File: config.mk
export PLATFORM = sky130hd
export DESIGN_NAME = epu_in_axi_slave
export DESIGN_NICKNAME = d
export VERILOG_FILES = /design/src/rtl/epu_in_axi_slave.sv
export SDC_FILE = /design/constraint.sdc
export NUM_CORES = 1
export LEC_CHECK = 0
export CAP_MARGIN = 20
export CORE_MARGIN = 3
export CORE_UTILIZATION = 37
export CTS_CLUSTER_SIZE = 25
export DETAILED_ROUTE_END_ITERATION = 8
export PLACE_DENSITY_LB_ADDON = 0.08
export SKIP_CTS_REPAIR_TIMING = 1
export SLEW_MARGIN = 20
export SYNTH_ARGS = -nofsm -noshare
export SYNTH_HDL_FRONTEND = slang
export SYNTH_SLANG_ARGS = --single-unit
File: constraint.sdc
create_clock -name clk -period 2.45 [get_ports clk]
set_input_delay 0.49 -clock clk [delete_from_list [all_inputs] [get_ports clk]]
set_output_delay 0.49 -clock clk [all_outputs]
set_load 0.005 [all_outputs]
File: src/rtl/epu_in_axi_slave.sv
// ---------------------------------------------------------------------------
// epu_in_axi_slave
// AXI4 slave front end for the EPU input buffer. It serves one AXI burst at a
// time and turns it into the strobes the input-SRAM wrapper consumes.
//
// Ports
//   clk, rstn            clock, asynchronous active-low reset
//   enb_i                buffer access enable (gates acceptance of new AR/AW)
//   AW*/W*/B*            AXI write address / data / response channels
//   AR*/R*               AXI read address / data channels
//   arhns, awhns         address handshake pulses to the wrapper
//   whns                 per-beat write strobe to the wrapper
//   rlast                pulse on the final R handshake
//   wrfin                write burst finished (held while BVALID)
//   CS, OE, addr, wdata  SRAM control, byte address and write data
//   rdata_i              SRAM read data (one cycle after addr)
//   rvalid_i             wrapper read-state flag, diagnostic only
// ---------------------------------------------------------------------------
module epu_in_axi_slave #(
  parameter int ID_W   = 8,
  parameter int ADDR_W = 32,
  parameter int DATA_W = 32,
  parameter int LEN_W  = 4
) (
  input  logic              clk,
  input  logic              rstn,
  input  logic              enb_i,
  input  logic [ID_W-1:0]   AWID,
  input  logic [ADDR_W-1:0] AWADDR,
  input  logic [LEN_W-1:0]  AWLEN,
  input  logic [1:0]        AWBURST,
  input  logic              AWVALID,
  output logic              AWREADY,
  input  logic [DATA_W-1:0] WDATA,
  input  logic [3:0]        WSTRB,
  input  logic              WLAST,
  input  logic              WVALID,
  output logic              WREADY,
  output logic [ID_W-1:0]   BID,
  output logic [1:0]        BRESP,
  output logic              BVALID,
  input  logic              BREADY,
  input  logic [ID_W-1:0]   ARID,
  input  logic [ADDR_W-1:0] ARADDR,
  input  logic [LEN_W-1:0]  ARLEN,
  input  logic [1:0]        ARBURST,
  input  logic              ARVALID,
  output logic              ARREADY,
  output logic [ID_W-1:0]   RID,
  output logic [DATA_W-1:0] RDATA,
  output logic [1:0]        RRESP,
  output logic              RLAST,
  output logic              RVALID,
  input  logic              RREADY,
  output logic              arhns,
  output logic              awhns,
  output logic              whns,
  output logic              rlast,
  output logic              wrfin,
  output logic              CS,
  output logic              OE,
  output logic [ADDR_W-1:0] addr,
  output logic [DATA_W-1:0] wdata,
  input  logic [DATA_W-1:0] rdata_i,
  input  logic              rvalid_i
);

  typedef enum logic [1:0] {
    IDLE   = 2'd0,
    R_DATA = 2'd1,
    W_DATA = 2'd2,
    B_RESP = 2'd3
  } state_t;

  state_t            state_r, state_s;
  logic [ID_W-1:0]   id_r;
  logic [LEN_W-1:0]  len_r;
  logic [1:0]        burst_r;
  logic [ADDR_W-1:0] addr_r;
  logic [LEN_W:0]    cnt_r;

  logic              enb_s;
  logic              ar_hs_s;
  logic              aw_hs_s;
  logic              last_s;
  logic [ADDR_W-1:0] addr_nxt_s;
  logic              unused_s;

  // Gating with rstn keeps the combinational readies low while reset is held.
  assign enb_s      = enb_i & rstn;
  assign ar_hs_s    = ARVALID & enb_s;
  assign aw_hs_s    = AWVALID & enb_s & ~ARVALID;
  assign last_s     = (cnt_r == {1'b0, len_r});
  // FIXED holds the address; INCR and everything else step one word, wrapping mod 2^ADDR_W.
  assign addr_nxt_s = (burst_r == 2'b00) ? addr_r : (addr_r + ADDR_W'(4));
  assign RRESP      = 2'b00;
  assign BRESP      = 2'b00;
  assign unused_s   = ^{WSTRB, rvalid_i};

  // State register plus burst context (id, length, type, beat address, beat count).
  always_ff @(posedge clk or negedge rstn) begin
    if (!rstn) begin
      state_r <= IDLE;
      id_r    <= {ID_W{1'b0}};
      len_r   <= {LEN_W{1'b0}};
      burst_r <= 2'b00;
      addr_r  <= {ADDR_W{1'b0}};
      cnt_r   <= {(LEN_W+1){1'b0}};
    end else begin
      state_r <= state_s;
      case (state_r)
        IDLE: begin
          if (ar_hs_s) begin
            id_r    <= ARID;
            len_r   <= ARLEN;
            burst_r <= ARBURST;
            addr_r  <= ARADDR;
            cnt_r   <= {(LEN_W+1){1'b0}};
          end else if (aw_hs_s) begin
            id_r    <= AWID;
            len_r   <= AWLEN;
            burst_r <= AWBURST;
            addr_r  <= AWADDR;
            cnt_r   <= {(LEN_W+1){1'b0}};
          end
        end
        R_DATA: begin
          if (RREADY) begin
            cnt_r  <= cnt_r + {{LEN_W{1'b0}}, 1'b1};
            addr_r <= addr_nxt_s;
          end
        end
        W_DATA: begin
          if (WVALID) begin
            cnt_r  <= cnt_r + {{LEN_W{1'b0}}, 1'b1};
            addr_r <= addr_nxt_s;
          end
        end
        default: begin
          cnt_r <= cnt_r;
        end
      endcase
    end
  end

  // Next-state and all channel/strobe outputs, decoded from the current state.
  always_comb begin
    state_s = state_r;
    AWREADY = 1'b0;
    WREADY  = 1'b0;
    BVALID  = 1'b0;
    BID     = {ID_W{1'b0}};
    ARREADY = 1'b0;
    RVALID  = 1'b0;
    RLAST   = 1'b0;
    RID     = {ID_W{1'b0}};
    RDATA   = {DATA_W{1'b0}};
    arhns   = 1'b0;
    awhns   = 1'b0;
    whns    = 1'b0;
    rlast   = 1'b0;
    wrfin   = 1'b0;
    CS      = 1'b0;
    OE      = 1'b0;
    addr    = {ADDR_W{1'b0}};
    wdata   = {DATA_W{1'b0}};
    case (state_r)
      IDLE: begin
        ARREADY = enb_s;
        AWREADY = enb_s & ~ARVALID;
        if (ar_hs_s) begin
          // Present the first address now so beat 0 data is ready next cycle.
          arhns   = 1'b1;
          CS      = 1'b1;
          addr    = ARADDR;
          state_s = R_DATA;
        end else if (aw_hs_s) begin
          awhns   = 1'b1;
          state_s = W_DATA;
        end else begin
          state_s = IDLE;
        end
      end
      R_DATA: begin
        CS     = 1'b1;
        OE     = 1'b1;
        RVALID = 1'b1;
        RDATA  = rdata_i;
        RID    = id_r;
        RLAST  = last_s;
        if (RREADY) begin
          // Prefetch the next beat; under backpressure re-present the current one.
          addr = addr_nxt_s;
          if (last_s) begin
            rlast   = 1'b1;
            state_s = IDLE;
          end else begin
            state_s = R_DATA;
          end
        end else begin
          addr    = addr_r;
          state_s = R_DATA;
        end
      end
      W_DATA: begin
        CS     = 1'b1;
        WREADY = 1'b1;
        addr   = addr_r;
        wdata  = WDATA;
        whns   = WVALID;
        // Early WLAST ends the burst; a late WLAST is covered by the count.
        if (WVALID && (WLAST || last_s)) begin
          state_s = B_RESP;
        end else begin
          state_s = W_DATA;
        end
      end
      B_RESP: begin
        wrfin  = 1'b1;
        BVALID = 1'b1;
        BID    = id_r;
        if (BREADY) begin
          state_s = IDLE;
        end else begin
          state_s = B_RESP;
        end
      end
      default: begin
        state_s = IDLE;
      end
    endcase
  end

endmodule

==> run_summary.xml <==
<?xml version="1.0" encoding="UTF-8"?>
<metrics>
  <group name="pwr">
    <metric name="fraction_of_power_spent_switching_nets" unit="">0.442</metric>
    <metric name="seq_power_share" unit="">0.193</metric>
    <metric name="clockPowerShare" unit="">0.093</metric>
    <metric name="power.net_switching" unit="uW">3750</metric>
    <metric name="power.ir.vdd_worst" unit="mV">0.468</metric>
    <metric name="combPwrFrac" unit="">0.714</metric>
    <metric name="cellInternalPower" unit="uW">4730</metric>
    <metric name="leakage" unit="uW">0.00543</metric>
    <metric name="power_density" unit="nW/um^2">790</metric>
    <metric name="totalPowerFinal" unit="uW">8470</metric>
  </group>
  <group name="final_layout">
    <metric name="drive_gt1_frac" unit="">0.253</metric>
    <metric name="post-route-util" unit="">0.721</metric>
    <metric name="insertedDiodeCount" unit="">0</metric>
    <metric name="count_of_fill_cells_added_during_filler_insertion" unit="">1212</metric>
    <metric name="final_cell_count_no_fill" unit="">1404</metric>
    <metric name="post-route-cell-area" unit="sq um">10700</metric>
    <metric name="final_nets" unit="">1395</metric>
    <metric name="flow.area_growth_from_synthesis" unit="%">86.1</metric>
  </group>
  <group name="timing">
    <metric name="final-setup-viol-count" unit="">26</metric>
    <metric name="final_cycle_utilization_of_the_critical_path" unit="">1.19</metric>
    <metric name="final.setup.worst_slack" unit="ps">-455</metric>
    <metric name="timing_hold_violations_final" unit="">0</metric>
    <metric name="max_clock_freq" unit="MHz">344</metric>
    <metric name="grt_setup_unrepaired" unit="">true</metric>
    <metric name="setup_tns" unit="ps">-6620</metric>
    <metric name="fin_skew" unit="ps">5.87</metric>
    <metric name="relSlewSlack" unit="">0.539</metric>
    <metric name="tightest_slew" unit="ps">692</metric>
    <metric name="drv_slew" unit="">0</metric>
    <metric name="timing.final.crit_period" unit="ps">2910</metric>
  </group>
  <group name="synth">
    <metric name="syn_inst" unit="">816</metric>
    <metric name="synth-main-ff-cell" unit="">dfrtp_1</metric>
    <metric name="ys_async_sr_fraction" unit="">1.00</metric>
    <metric name="synth-seq-cells" unit="">53</metric>
    <metric name="synth_area_per_cell" unit="sq um">7.06</metric>
    <metric name="netlist_area_before_placement" unit="sq um">5760</metric>
    <metric name="synth-edff-count" unit="">0</metric>
    <metric name="synth-seq-area-share" unit="">0.230</metric>
    <metric name="cell_variety_after_synth" unit="">68</metric>
    <metric name="yosys_warnings" unit="">0</metric>
  </group>
  <group name="grt">
    <metric name="first_global_vias" unit="">7323</metric>
    <metric name="maximum_number_of_pins_on_one_net_before_global_route_repair" unit="">48</metric>
    <metric name="antenna_found_initial" unit="">1</metric>
    <metric name="grt_overflow" unit="">0</metric>
    <metric name="wire_length_of_the_first_global_routing_pass" unit="microns">38500</metric>
    <metric name="grt.total_usage" unit="">0.286</metric>
  </group>
  <group name="setup_path">
    <metric name="worstPathMaxFanout" unit="">4</metric>
    <metric name="timing.critical_path.to_type" unit="">output port</metric>
    <metric name="critPathSlowestCell" unit="">dfrtp_2</metric>
    <metric name="crit_path_max_incr_delay" unit="ps">430</metric>
    <metric name="path_common_cell" unit="">buf_4</metric>
    <metric name="cp-start-kind" unit="">register</metric>
    <metric name="critical_path_data_required_time" unit="ps">1960</metric>
    <metric name="path_class" unit="">reg -&gt; out</metric>
    <metric name="critical_path.top_delay_family" unit="">buffers and inverters</metric>
    <metric name="critPathArrivalTime" unit="ps">2420</metric>
    <metric name="crit_chain" unit="">buf_6 &gt; buf_4 &gt; o2111ai_2 &gt; nor3_2 &gt; buf_4 &gt; buf_4 &gt; buf_4 &gt; nand4_1 &gt; o21a_1 &gt; o21ai_1 &gt; a21oi_1 &gt; dlymetal6s2s_1</metric>
    <metric name="cp_num_buf_inv" unit="">6</metric>
  </group>
  <group name="place">
    <metric name="cell_area_after_placement" unit="sq um">9770</metric>
    <metric name="placed_cells" unit="">1360</metric>
    <metric name="dp_hpwl" unit="microns">19400</metric>
    <metric name="gpl.final_weighted_congestion" unit="">0.961</metric>
    <metric name="numPortBuffers" unit="">289</metric>
  </group>
  <group name="route">
    <metric name="vias" unit="">7763</metric>
    <metric name="avgViaCountPerCell" unit="">5.53</metric>
    <metric name="routedWlPerCell" unit="microns">19.1</metric>
    <metric name="wl" unit="microns">26800</metric>
    <metric name="initialDrtViolationCount" unit="">684</metric>
    <metric name="drcViolationCount" unit="">0</metric>
    <metric name="postRouteAntennaNets" unit="">0</metric>
    <metric name="first_pass_iters" unit="">7</metric>
  </group>
  <group name="clock_tree">
    <metric name="total_number_of_clock_tree_sinks" unit="">53</metric>
    <metric name="htree_num_levels" unit="">2</metric>
    <metric name="clkTransAtPathRegs" unit="ps">80</metric>
    <metric name="tritoncts" unit="">yes</metric>
    <metric name="numCtsBuffers" unit="">5</metric>
    <metric name="clock_path_buffers" unit="">2</metric>
    <metric name="clock-root-buffer" unit="">clkbuf_16</metric>
    <metric name="clock_latency" unit="ps">310</metric>
  </group>
  <group name="floorplan">
    <metric name="floorplan.die_area" unit="sq um">17100</metric>
    <metric name="design.core.area" unit="sq um">14900</metric>
    <metric name="chipHeight" unit="microns">131</metric>
    <metric name="initial_standard_cell_utilization_of_the_core" unit="">0.388</metric>
    <metric name="die-width" unit="microns">131</metric>
    <metric name="row_count" unit="">44</metric>
    <metric name="io_pins" unit="">299</metric>
  </group>
  <group name="status">
    <metric name="run_status" unit="">complete, but fails checks</metric>
    <metric name="violations" unit="">negative setup slack</metric>
  </group>
  <group name="flow_run">
    <metric name="max-cap-violations" unit="">0</metric>
  </group>
  <group name="hold_path">
    <metric name="holdCritPathClass" unit="">in -&gt; async</metric>
  </group>
</metrics>
-- power by group through the flow --
stage | clock network, uW | logic, uW | registers (uW)
floorplan | 0 | 2830 | 1550
global placement | 0 | 5560 | 1620
detailed placement | 0 | 5630 | 1630
CTS | 804 | 5650 | 1620
global route | 829 | 6540 | 1690
finish | 787 | 6050 | 1640
-- synthesized netlist by cell type, drive strengths merged, types with 10 or more instances --
master | n | area (sq um)
xor2 | 13 | 114
a222oi | 14 | 140
nand3 | 30 | 175
a21oi | 61 | 305
nand2 | 131 | 492
nand4 | 12 | 90.1
dfrtp | 53 | 1330
nor2 | 60 | 225
clkbuf | 59 | 223
xnor2 | 19 | 166
buf | 30 | 190
nor3 | 15 | 96.4
a22oi | 10 | 75.1
nor4 | 10 | 90.1
and2 | 84 | 526
inv | 11 | 41.3
a31oi | 12 | 75.1
a221oi | 10 | 105
and3 | 11 | 68.8
o21ai | 78 | 394
mux2i | 25 | 250
-- cell usage in the layout, fill, tap and decap left out, types with 5 or more instances in the layout --
cell	n
a221oi_1	7
inv_1	10
nand2_1	128
a222oi_1	14
clkbuf_16	8
o21ai_1	11
buf_4	166
o21ai_0	63
dlymetal6s2s_1	52
nor3_1	11
nor2_1	55
nand3_2	7
mux2i_1	25
buf_6	12
o22ai_1	5
and3_1	5
dfrtp_1	51
clkdlybuf4s50_1	213
xnor2_2	5
a22oi_1	9
nor4_4	5
xor2_1	13
and2_1	80
buf_2	11
buf_12	11
xnor2_1	14
a31oi_1	11
clkbuf_2	13
nand4_1	11
a21oi_1	55
a21oi_2	6
nand3_1	21
-- layout make-up --
cell class                 instances  area (sq um)  area share
clock buffer                       5           125      0.0117
clock inverter                     3          28.8     0.00268
inverter                          12          45.0     0.00420
multi-input combinational        665          4370       0.408
sequential                        53          1330       0.124
tap                              184           230      0.0215
timing repair buffer             482          4590       0.428
-- worst paths after layout --
check                      slack (ps)  startpoint  cells after the start         end
setup / recovery                 -460   addr_r[2]                     12    addr[25]
hold / removal                    130        rstn                      2     id_r[7]
setup reg to reg                  190  burst_r[1]                     11  addr_r[17]
hold reg to reg                   500     id_r[0]                      2     id_r[0]
max in group asynchronous        1390        rstn                      3   addr_r[4]
min in group clk                  500     id_r[0]                      2     id_r[0]
-- kinds of logic (layout without fill, tap and decap cells) --
family,Yosys count,count (layout),share of synthesized area
fa+ha+maj,6,6,0.0130
flops,53,53,0.230
buf+inv,101,502,0.0795
simple gates,370,370,0.329
other cells,1,4,0.000651
xor+xnor,32,32,0.0486
mux,29,29,0.0512
compound gates,224,224,0.247
-- flip-flops by register name, summed over array words and instances (netlist names) --
signal   flops
addr_r      32
burst_r      2
cnt_r        5
id_r         8
len_r        4
state_r      2
-- stage by stage --
step	setup slack (ps)	hold slack, ps
after floorplan	12.8	194
after global placement	-867	465
after detailed placement	-911	461
after CTS	-913	123
after global routing	-577	137
final	-455	134
-- routing by layer --
layer,track usage,routed length [microns],vias up
met3,0.0585,2410,88
met1,0.345,10100,3581
met2,0.512,13300,408
met4,0.0823,993,2
met5,0,7,-
li1,-,-,3684
No activity file was read; power rests on OpenSTA's default activity.
